==> src/rtl/lsb_serial_sub_if.sv <==
// Purpose: operand/result bundle for the digit-serial subtractor.
// Ports: master drives start/a/b/b_in and observes busy/done/d/b_out(/ovf);
//        slave is the subtractor side. ovf exists only with LSB_SERIAL_SUB_OVF_EN.
interface lsb_serial_sub_if #(
   parameter int WIDTH = 16
);
   logic             start;
   logic [WIDTH-1:0] a;
   logic [WIDTH-1:0] b;
   logic             b_in;
   logic             busy;
   logic             done;
   logic [WIDTH-1:0] d;
   logic             b_out;
`ifdef LSB_SERIAL_SUB_OVF_EN
   logic             ovf;

   modport master (output start, a, b, b_in, input busy, done, d, b_out, ovf);
   modport slave  (input start, a, b, b_in, output busy, done, d, b_out, ovf);
`else
   modport master (output start, a, b, b_in, input busy, done, d, b_out);
   modport slave  (input start, a, b, b_in, output busy, done, d, b_out);
`endif
endinterface

==> src/rtl/lsb_serial_sub.sv <==
// Purpose: digit-serial subtractor, D = A - B - B_in, NIB bits per clock, LSB digit first.
// Latency: start accepted at edge k -> done/d/b_out valid after edge k+WIDTH/NIB.
// Backpressure: start is only honoured in IDLE/FIN; it is ignored while busy.
// Ports: clk_i, rst_i (sync, active-high), bus (slave modport of lsb_serial_sub_if).
// Option: define LSB_SERIAL_SUB_OVF_EN to add the signed-overflow flag bus.ovf.
module lsb_serial_sub #(
   parameter int WIDTH = 16,
   parameter int NIB   = 4
) (
   input  logic               clk_i,
   input  logic               rst_i,
   lsb_serial_sub_if.slave    bus
);
   localparam int NDIG = WIDTH / NIB;
   localparam int IDXW = (NDIG > 1) ? $clog2(NDIG) : 1;
   localparam logic [IDXW-1:0] LAST_IDX = IDXW'(NDIG - 1);

   typedef enum logic [1:0] {
      IDLE = 2'd0,
      RUN  = 2'd1,
      FIN  = 2'd2
   } state_t;

   state_t            state_q, state_d;
   logic [IDXW-1:0]   idx_q, idx_d;
   logic              borrow_q, borrow_d;
   logic [WIDTH-1:0]  a_q, a_d;
   logic [WIDTH-1:0]  b_q, b_d;
   logic [WIDTH-1:0]  acc_q, acc_d;    // digits assembled so far, hidden from d
   logic [WIDTH-1:0]  d_q, d_d;
   logic              b_out_q, b_out_d;
`ifdef LSB_SERIAL_SUB_OVF_EN
   logic              ovf_q, ovf_d;
`endif

   logic [NIB-1:0]    a_dig, b_dig;
   logic [NIB:0]      diff;            // top bit is the borrow out of this digit

   always_comb begin
      state_d  = state_q;
      idx_d    = idx_q;
      borrow_d = borrow_q;
      a_d      = a_q;
      b_d      = b_q;
      acc_d    = acc_q;
      d_d      = d_q;
      b_out_d  = b_out_q;
`ifdef LSB_SERIAL_SUB_OVF_EN
      ovf_d    = ovf_q;
`endif

      a_dig = a_q[int'(idx_q)*NIB +: NIB];
      b_dig = b_q[int'(idx_q)*NIB +: NIB];
      diff  = {1'b0, a_dig} - {1'b0, b_dig} - {{NIB{1'b0}}, borrow_q};

      case (state_q)
         IDLE, FIN: begin
            if (bus.start) begin
               state_d  = RUN;
               a_d      = bus.a;
               b_d      = bus.b;
               borrow_d = bus.b_in;
               idx_d    = '0;
            end else begin
               state_d  = IDLE;
            end
         end
         RUN: begin
            acc_d[int'(idx_q)*NIB +: NIB] = diff[NIB-1:0];
            borrow_d = diff[NIB];
            idx_d    = idx_q + 1'b1;
            if (idx_q == LAST_IDX) begin
               // Result becomes visible only once the MSB digit is done.
               state_d  = FIN;
               idx_d    = '0;
               d_d      = acc_d;
               b_out_d  = diff[NIB];
`ifdef LSB_SERIAL_SUB_OVF_EN
               ovf_d    = (a_q[WIDTH-1] != b_q[WIDTH-1]) &&
                          (acc_d[WIDTH-1] != a_q[WIDTH-1]);
`endif
            end
         end
         default: state_d = IDLE;
      endcase
   end

   always_ff @(posedge clk_i) begin
      if (rst_i) begin
         state_q  <= IDLE;
         idx_q    <= '0;
         borrow_q <= 1'b0;
         a_q      <= '0;
         b_q      <= '0;
         acc_q    <= '0;
         d_q      <= '0;
         b_out_q  <= 1'b0;
`ifdef LSB_SERIAL_SUB_OVF_EN
         ovf_q    <= 1'b0;
`endif
      end else begin
         state_q  <= state_d;
         idx_q    <= idx_d;
         borrow_q <= borrow_d;
         a_q      <= a_d;
         b_q      <= b_d;
         acc_q    <= acc_d;
         d_q      <= d_d;
         b_out_q  <= b_out_d;
`ifdef LSB_SERIAL_SUB_OVF_EN
         ovf_q    <= ovf_d;
`endif
      end
   end

   assign bus.busy  = (state_q == RUN);
   assign bus.done  = (state_q == FIN);
   assign bus.d     = d_q;
   assign bus.b_out = b_out_q;
`ifdef LSB_SERIAL_SUB_OVF_EN
   assign bus.ovf   = ovf_q;
`endif
endmodule

==> src/flat_wrapper.sv <==
// flat-port wrapper written by rule: the top's interface ports become plain ports
module lsb_serial_sub_flat 
#(
   parameter int WIDTH = 16,
   parameter int NIB   = 4
)
  (clk_i, rst_i, bus_start, bus_a, bus_b, bus_b_in, bus_busy, bus_done, bus_d, bus_b_out);
  lsb_serial_sub_if #(.WIDTH(WIDTH)) bus_i ();
  input  logic clk_i;
  input  logic rst_i;
  input wire logic [$bits(bus_i.start)-1:0] bus_start;
  input wire logic [$bits(bus_i.a)-1:0] bus_a;
  input wire logic [$bits(bus_i.b)-1:0] bus_b;
  input wire logic [$bits(bus_i.b_in)-1:0] bus_b_in;
  output wire logic [$bits(bus_i.busy)-1:0] bus_busy;
  output wire logic [$bits(bus_i.done)-1:0] bus_done;
  output wire logic [$bits(bus_i.d)-1:0] bus_d;
  output wire logic [$bits(bus_i.b_out)-1:0] bus_b_out;
  assign bus_i.start = bus_start;
  assign bus_i.a = bus_a;
  assign bus_i.b = bus_b;
  assign bus_i.b_in = bus_b_in;
  assign bus_busy = bus_i.busy;
  assign bus_done = bus_i.done;
  assign bus_d = bus_i.d;
  assign bus_b_out = bus_i.b_out;
  lsb_serial_sub #(.WIDTH(WIDTH), .NIB(NIB)) u_core (.clk_i(clk_i), .rst_i(rst_i), .bus(bus_i));
endmodule
==> config.mk <==
export PLATFORM = sky130hd
export DESIGN_NAME = lsb_serial_sub_flat
export DESIGN_NICKNAME = d
export VERILOG_FILES = /design/src/rtl/lsb_serial_sub_if.sv /design/src/rtl/lsb_serial_sub.sv /design/src/flat_wrapper.sv
export SDC_FILE = /design/constraint.sdc
export NUM_CORES = 1
export LEC_CHECK = 0
export CAP_MARGIN = 40
export CORE_MARGIN = 3
export CORE_UTILIZATION = 35
export DETAILED_ROUTE_END_ITERATION = 7
export GPL_TIMING_DRIVEN = 0
export HOLD_SLACK_MARGIN = 0.06
export PLACE_DENSITY = 0.6
export SYNTH_ARGS = -nofsm -noshare
export SYNTH_HDL_FRONTEND = slang
export SYNTH_SLANG_ARGS = --single-unit
==> constraint.sdc <==
create_clock -name clk_i -period 6.65 [get_ports clk_i]
set_input_delay 1.6625 -clock clk_i [delete_from_list [all_inputs] [get_ports clk_i]]
set_output_delay 1.6625 -clock clk_i [all_outputs]
set_load 0.01 [all_outputs]
# Word-level counts from Yosys, hierarchy flattened

Index checks and enable logic that the tools add are counted.

Word-level logic and storage cells: 36
Output and inout bits: 19
Bits in registers: 70
Bits of input ports: 36

Muxes and demuxes: 9
Equal/unequal tests: 5
Add/subtract/negate cells: 4
Reductions and logical operators: 6
Shift operators: 4

Operators with widths:

| kind                      | count |
|---|---|
| $neg A4 Y33               | 1 |
| $shift A4 B33 Y16 const A | 1 |
| $shiftx A4 B33 Y16        | 1 |
| $shiftx A16 B5 Y4         | 2 |
| $bwmux W16                | 1 |
| $pmux W2 S2               | 2 |
| $mux W2                   | 3 |
| $reduce_and A2 Y1         | 3 |
| $sub A4 B4 Y5             | 1 |
| $sub A5 B1 Y5             | 1 |
| $eq A2 B2 Y1 const B      | 2 |
| $add A2 B1 Y2 const B     | 1 |
| $eq A2 B1 Y1 const B      | 1 |
| $logic_not A2 Y1          | 1 |
| $mux W1                   | 2 |
| $ne A2 B1 Y1 const B      | 1 |
| $ne A2 B2 Y1 const B      | 1 |
| $pmux W1 S2               | 1 |
| $reduce_bool A2 Y1        | 1 |
| $reduce_or A2 Y1          | 1 |

# Longest topological paths before layout

Word-level depth: 5
Depth in mapped cells: 11
Depth with buffers taken out: 9

# Worst setup path before layout

Ideal clock, no wire load.

Path kind: reg2reg
Start: register u_core.idx_q[0]
End: register u_core.d_q[3], in the netlist u_core.bus.d[3]
Setup slack: 3.973 ns
Buffers on the path: 2
Required time: 6.567 ns
Clock period less this slack: 2.677 ns
Data arrival time: 2.595 ns
Library setup time: 0.083 ns
Stages on the path, launching flop included: 9
Path through: dfxtp_1 > buf_6 > buf_2 > mux4_2 > ha_1 > inv_1 > ha_1 > or4_1 > o221ai_1

Cells in the longest elaborated chain, start to end: 5
Elaborated cells between the ends (all ways): 10
Classes of those cells: add/sub (3); eq/ne (1); shift (4); mux (1); reduce/logical (1)

RTL lines:

| element                                     | RTL line                                   | source |
|---|---|---|
| start, declared                             | lsb_serial_sub.sv:25                       | `logic [IDXW-1:0] idx_q, idx_d;` |
| start signal, assigned                      | lsb_serial_sub.sv:103                      | `idx_q <= idx_d;` |
| $shiftx A16 B5 Y4, on equally long branches | lsb_serial_sub.sv:52, lsb_serial_sub.sv:53 |  |
| $sub A4 B4 Y5                               | lsb_serial_sub.sv:54                       | `diff = {1'b0, a_dig} - {1'b0, b_dig} - {{NIB{1'b0}}, borrow_q};` |
| $sub A5 B1 Y5                               | lsb_serial_sub.sv:54                       |  |
| $shiftx A4 B33 Y16                          | lsb_serial_sub.sv:69                       | `acc_d[int'(idx_q)*NIB +: NIB] = diff[NIB-1:0];` |
| $bwmux W16                                  | lsb_serial_sub.sv:69                       |  |
| end signal, assigned                        | lsb_serial_sub.sv:96                       | `d_q <= '0;` |
| end signal, assigned                        | lsb_serial_sub.sv:108                      | `d_q <= d_d;` |
| end, declared                               | lsb_serial_sub.sv:30                       | `logic [WIDTH-1:0] d_q, d_d;` |

Parallel ways exist; a longest one is shown, timed or not.
A chain may end at the register's enable or synchronous reset.

# Final worst setup path

Start: register u_core.state_q[0]
End: output bus_busy

Cells in the longest elaborated chain, start to end: 1

RTL lines:

| element                | RTL line              | source |
|---|---|---|
| start, declared        | lsb_serial_sub.sv:24  | `state_t state_q, state_d;` |
| start signal, assigned | lsb_serial_sub.sv:102 | `state_q <= state_d;` |
| $eq A2 B1 Y1           | lsb_serial_sub.sv:116 | `assign bus.busy = (state_q == RUN);` |
| end, declared          | flat_wrapper.sv:15    | `output wire logic [$bits(bus_i.busy)-1:0] bus_busy;` |

No other way between the ends.

==> results.sh <==
export IMPL_final_design_area_no_fill_um2=4088
export IMPL_max_cap_violations=0
export IMPL_grt_antenna_before_repair=0
export IMPL_setup_total_negative_slack_ps=0
export IMPL_outcome="finished clean"
export IMPL_cts_hold_buf=0
export IMPL_vias_per_cell=5.180
export IMPL_final_nets=485
export IMPL_layout_commonest_cell="nand2_1"
export IMPL_postSynthNetCount=419
export IMPL_clock_skew_final_ps=7.395
export IMPL_achievable_frequency_ghz=0.2616
export IMPL_number_of_flops_mapped_to_enable_cells_by_yosys=0
export IMPL_slew_limit_headroom=0.4698
export IMPL_route_final_wire_length_um=8038
export IMPL_finalHoldViolCount=0
export IMPL_yosysUniqueCellTypes=38
export IMPL_end_kind="primary output"
export IMPL_die_area_um2=10260
export IMPL_final_cells=550
export IMPL_worstSetupStartpointType="flip-flop"
export IMPL_synth_sequential_area_ratio=0.4408
export IMPL_post_synth_instance_area_um2=3179
export IMPL_place_hpwl_um=6129
export IMPL_cellPowerDensity_nw_per_um2=242.6
export IMPL_critical_path_arrival_ps=2160
export IMPL_number_of_vias_in_the_routed_layout=2849
export IMPL_multiInputGateArea_um2=1608
export IMPL_tightest_slew_ps=784.2
export IMPL_routabilityCongestion=0.8794
export IMPL_postSynth_topFlopCell="dfxtp_1"
export IMPL_grt_pass1_wl_um=13090
export IMPL_post_cts_repair_resize_count=0
export IMPL_core_area_um2=8763
export IMPL_sequential_cell_area_um2=1401
export IMPL_fill_cells=901
export IMPL_pin_count=55
export IMPL_layout_cells_most_common_list="77 x nand2_1, 70 x dfxtp_1, 54 x clkdlybuf4s50_1"
export IMPL_tritoncts="done"
export IMPL_report_final_setup_viol=0
export IMPL_post_cts_setup_buffers=0
export IMPL_cts_buffer_depth=2
export IMPL_crit_path_max_fanout=10
export IMPL_numClockSinks=70
export IMPL_first_pass_iters=4
export IMPL_synth_async_reset_ratio=0
export IMPL_cp_data_required_time_ps=4990
export IMPL_route_antenna_remaining_nets=0
export IMPL_grt_overflow_total=0
export IMPL_grt_pass1_vias=2685
export IMPL_floorplan_initialDensity=0.3628
export IMPL_irDropWorstVdd_v=0.00008636
export IMPL_tritoncts_num_buffers=9
export IMPL_total_of_flip_flops_plus_latches_after_synthesis=70
export IMPL_timing_max_transition_violations_final=0
export IMPL_synth_yosys_warnings=0
export IMPL_globalRouteTotalUtil=0.1634
export IMPL_postSynthCellCount=371
export IMPL_hold_path_class="flip-flop to flip-flop"
export IMPL_drt_drc_violations_left=0
export IMPL_clkLatencyLatePin_ps=350
export IMPL_placedInstanceArea_um2=3866
export IMPL_detail_route_iter0_violations=130
export IMPL_grt_start_max_net_pins=14
export IMPL_post_drt_wl_per_cell_um=14.61
export IMPL_cellLeakagePower_nw=1.475
export IMPL_placed_cells=534
export IMPL_grt_setup_unrepaired="false"
export IMPL_area_growth_syn_to_layout_pct=28.57
export IMPL_cts_root_buffer="clkbuf_8"
export IMPL_critical_path_class="flip-flop to primary output"
export IMPL_fp_row_count=34
export IMPL_diodes=0
export IMPL_io_buffer_count=54
export IMPL_syn_mean_instance_area_um2=8.570
export IMPL_final_worst_path_period_share=0.5747
export IMPL_final_layout_size_suffix_gt1_frac=0.07014
export IMPL_clkTransAtPathRegs_ps=80
export IMPL_die_height_um=101.3
export IMPL_number_of_h_tree_levels=3
export IMPL_layout_min_cycle_time_ps=3822
export IMPL_die_width_um=101.3
metrics by stage:
step	total power [mW]	worst slack, ps	util	hold WS, ps
floorplan	0.5561	3973	-	433.1
global placement	0.6114	2982	0.4399	439.7
detailed placement	0.6141	2954	0.4412	443.3
CTS	0.9974	2809	0.4664	455.0
global route	1.040	2668	0.4664	476.1
finish	0.9918	2828	0.4664	454.0
cells in the mapped netlist, types with 2 or more instances:
cell       number  share of area
clkbuf_1       20          0.024
nor2_1         38          0.045
nor3_1         12          0.019
dfxtp_1        70           0.44
nor4_1          2         0.0039
a211o_1         2         0.0055
nand2_1        77          0.091
a21oi_1        43          0.068
and3_1          2         0.0039
nand3b_1        5          0.012
nand4bb_1       2         0.0071
a22oi_1         8          0.019
fa_1            2          0.013
o31ai_1         4         0.0094
nand2b_1        5         0.0098
nor2b_1         2         0.0039
buf_2           4         0.0063
xnor2_1         2         0.0055
a32oi_1         4          0.011
inv_1          16          0.019
a221oi_1        8          0.022
mux4_2          8          0.057
ha_1           10          0.039
o221ai_1        2         0.0055
a211oi_1        7          0.017
nand3_1         3         0.0047
or4_1           2         0.0047
where the power goes:
| group | total (mW) | switching [mW] | internal, mW |
|---|---|---|---|
| clock | 0.388 | 0.173 | 0.215 |
| combinational | 0.161 | 0.0956 | 0.0656 |
| sequential | 0.443 | 0.00825 | 0.435 |
| total | 0.992 | 0.277 | 0.715 |
per-layer routing:
layer | routed length (µm) | GRT usage
met5 | 0 | 0
met4 | 204 | 0.07260
met3 | 440 | 0.02686
met2 | 3703 | 0.2586
met1 | 3690 | 0.2195
worst max-delay path, cell delays in order, from the launching register on:
cell,delay (ps)
dfxtp_1,400
nand2b_1,150
inv_1,170
buf_1,450
clkdlybuf4s50_1,640
cell type report:
class | count | share of cell area
Sequential cell | 70 | 0.3428
Timing Repair Buffer | 55 | 0.1350
Tap cell | 108 | 0.03306
Buffer | 26 | 0.02694
Multi-Input combinational cell | 259 | 0.3933
Clock inverter | 6 | 0.02296
Clock buffer | 10 | 0.03122
Inverter | 16 | 0.01469
flip-flops by register name (all words and copies together) (netlist names):
register          count
u_core.a_q           16
u_core.acc_q         16
u_core.borrow_q       1
u_core.bus.b_out      1
u_core.idx_q          2
u_core.bus.d         16
u_core.b_q           16
u_core.state_q        2
final timing paths:
check | start | endpoint | slack (ps) | depth (start not counted)
hold / removal | u_core.b_q[4] | u_core.b_q[4] | 450 | 2
setup reg to reg | u_core.idx_q[1] | u_core.acc_q[10] | 3540 | 10
hold reg to reg | u_core.b_q[4] | u_core.b_q[4] | 450 | 2
setup / recovery | u_core.state_q[0] | bus_busy | 2830 | 4
cells by family (layout without fill, tap and decap cells):
logic type	Yosys count	after routing	synth area share
flip-flops	70	70	0.4408
multiplexers	8	8	0.05667
adder cells (fa/ha/maj)	12	12	0.05195
XOR/XNOR	3	3	0.01063
AND/OR/NAND/NOR	157	157	0.2247
AO/OA/AOI/OAI	79	79	0.1618
buffers and inverters	42	113	0.05352
Note: power is estimated with default switching activity, not from simulation.
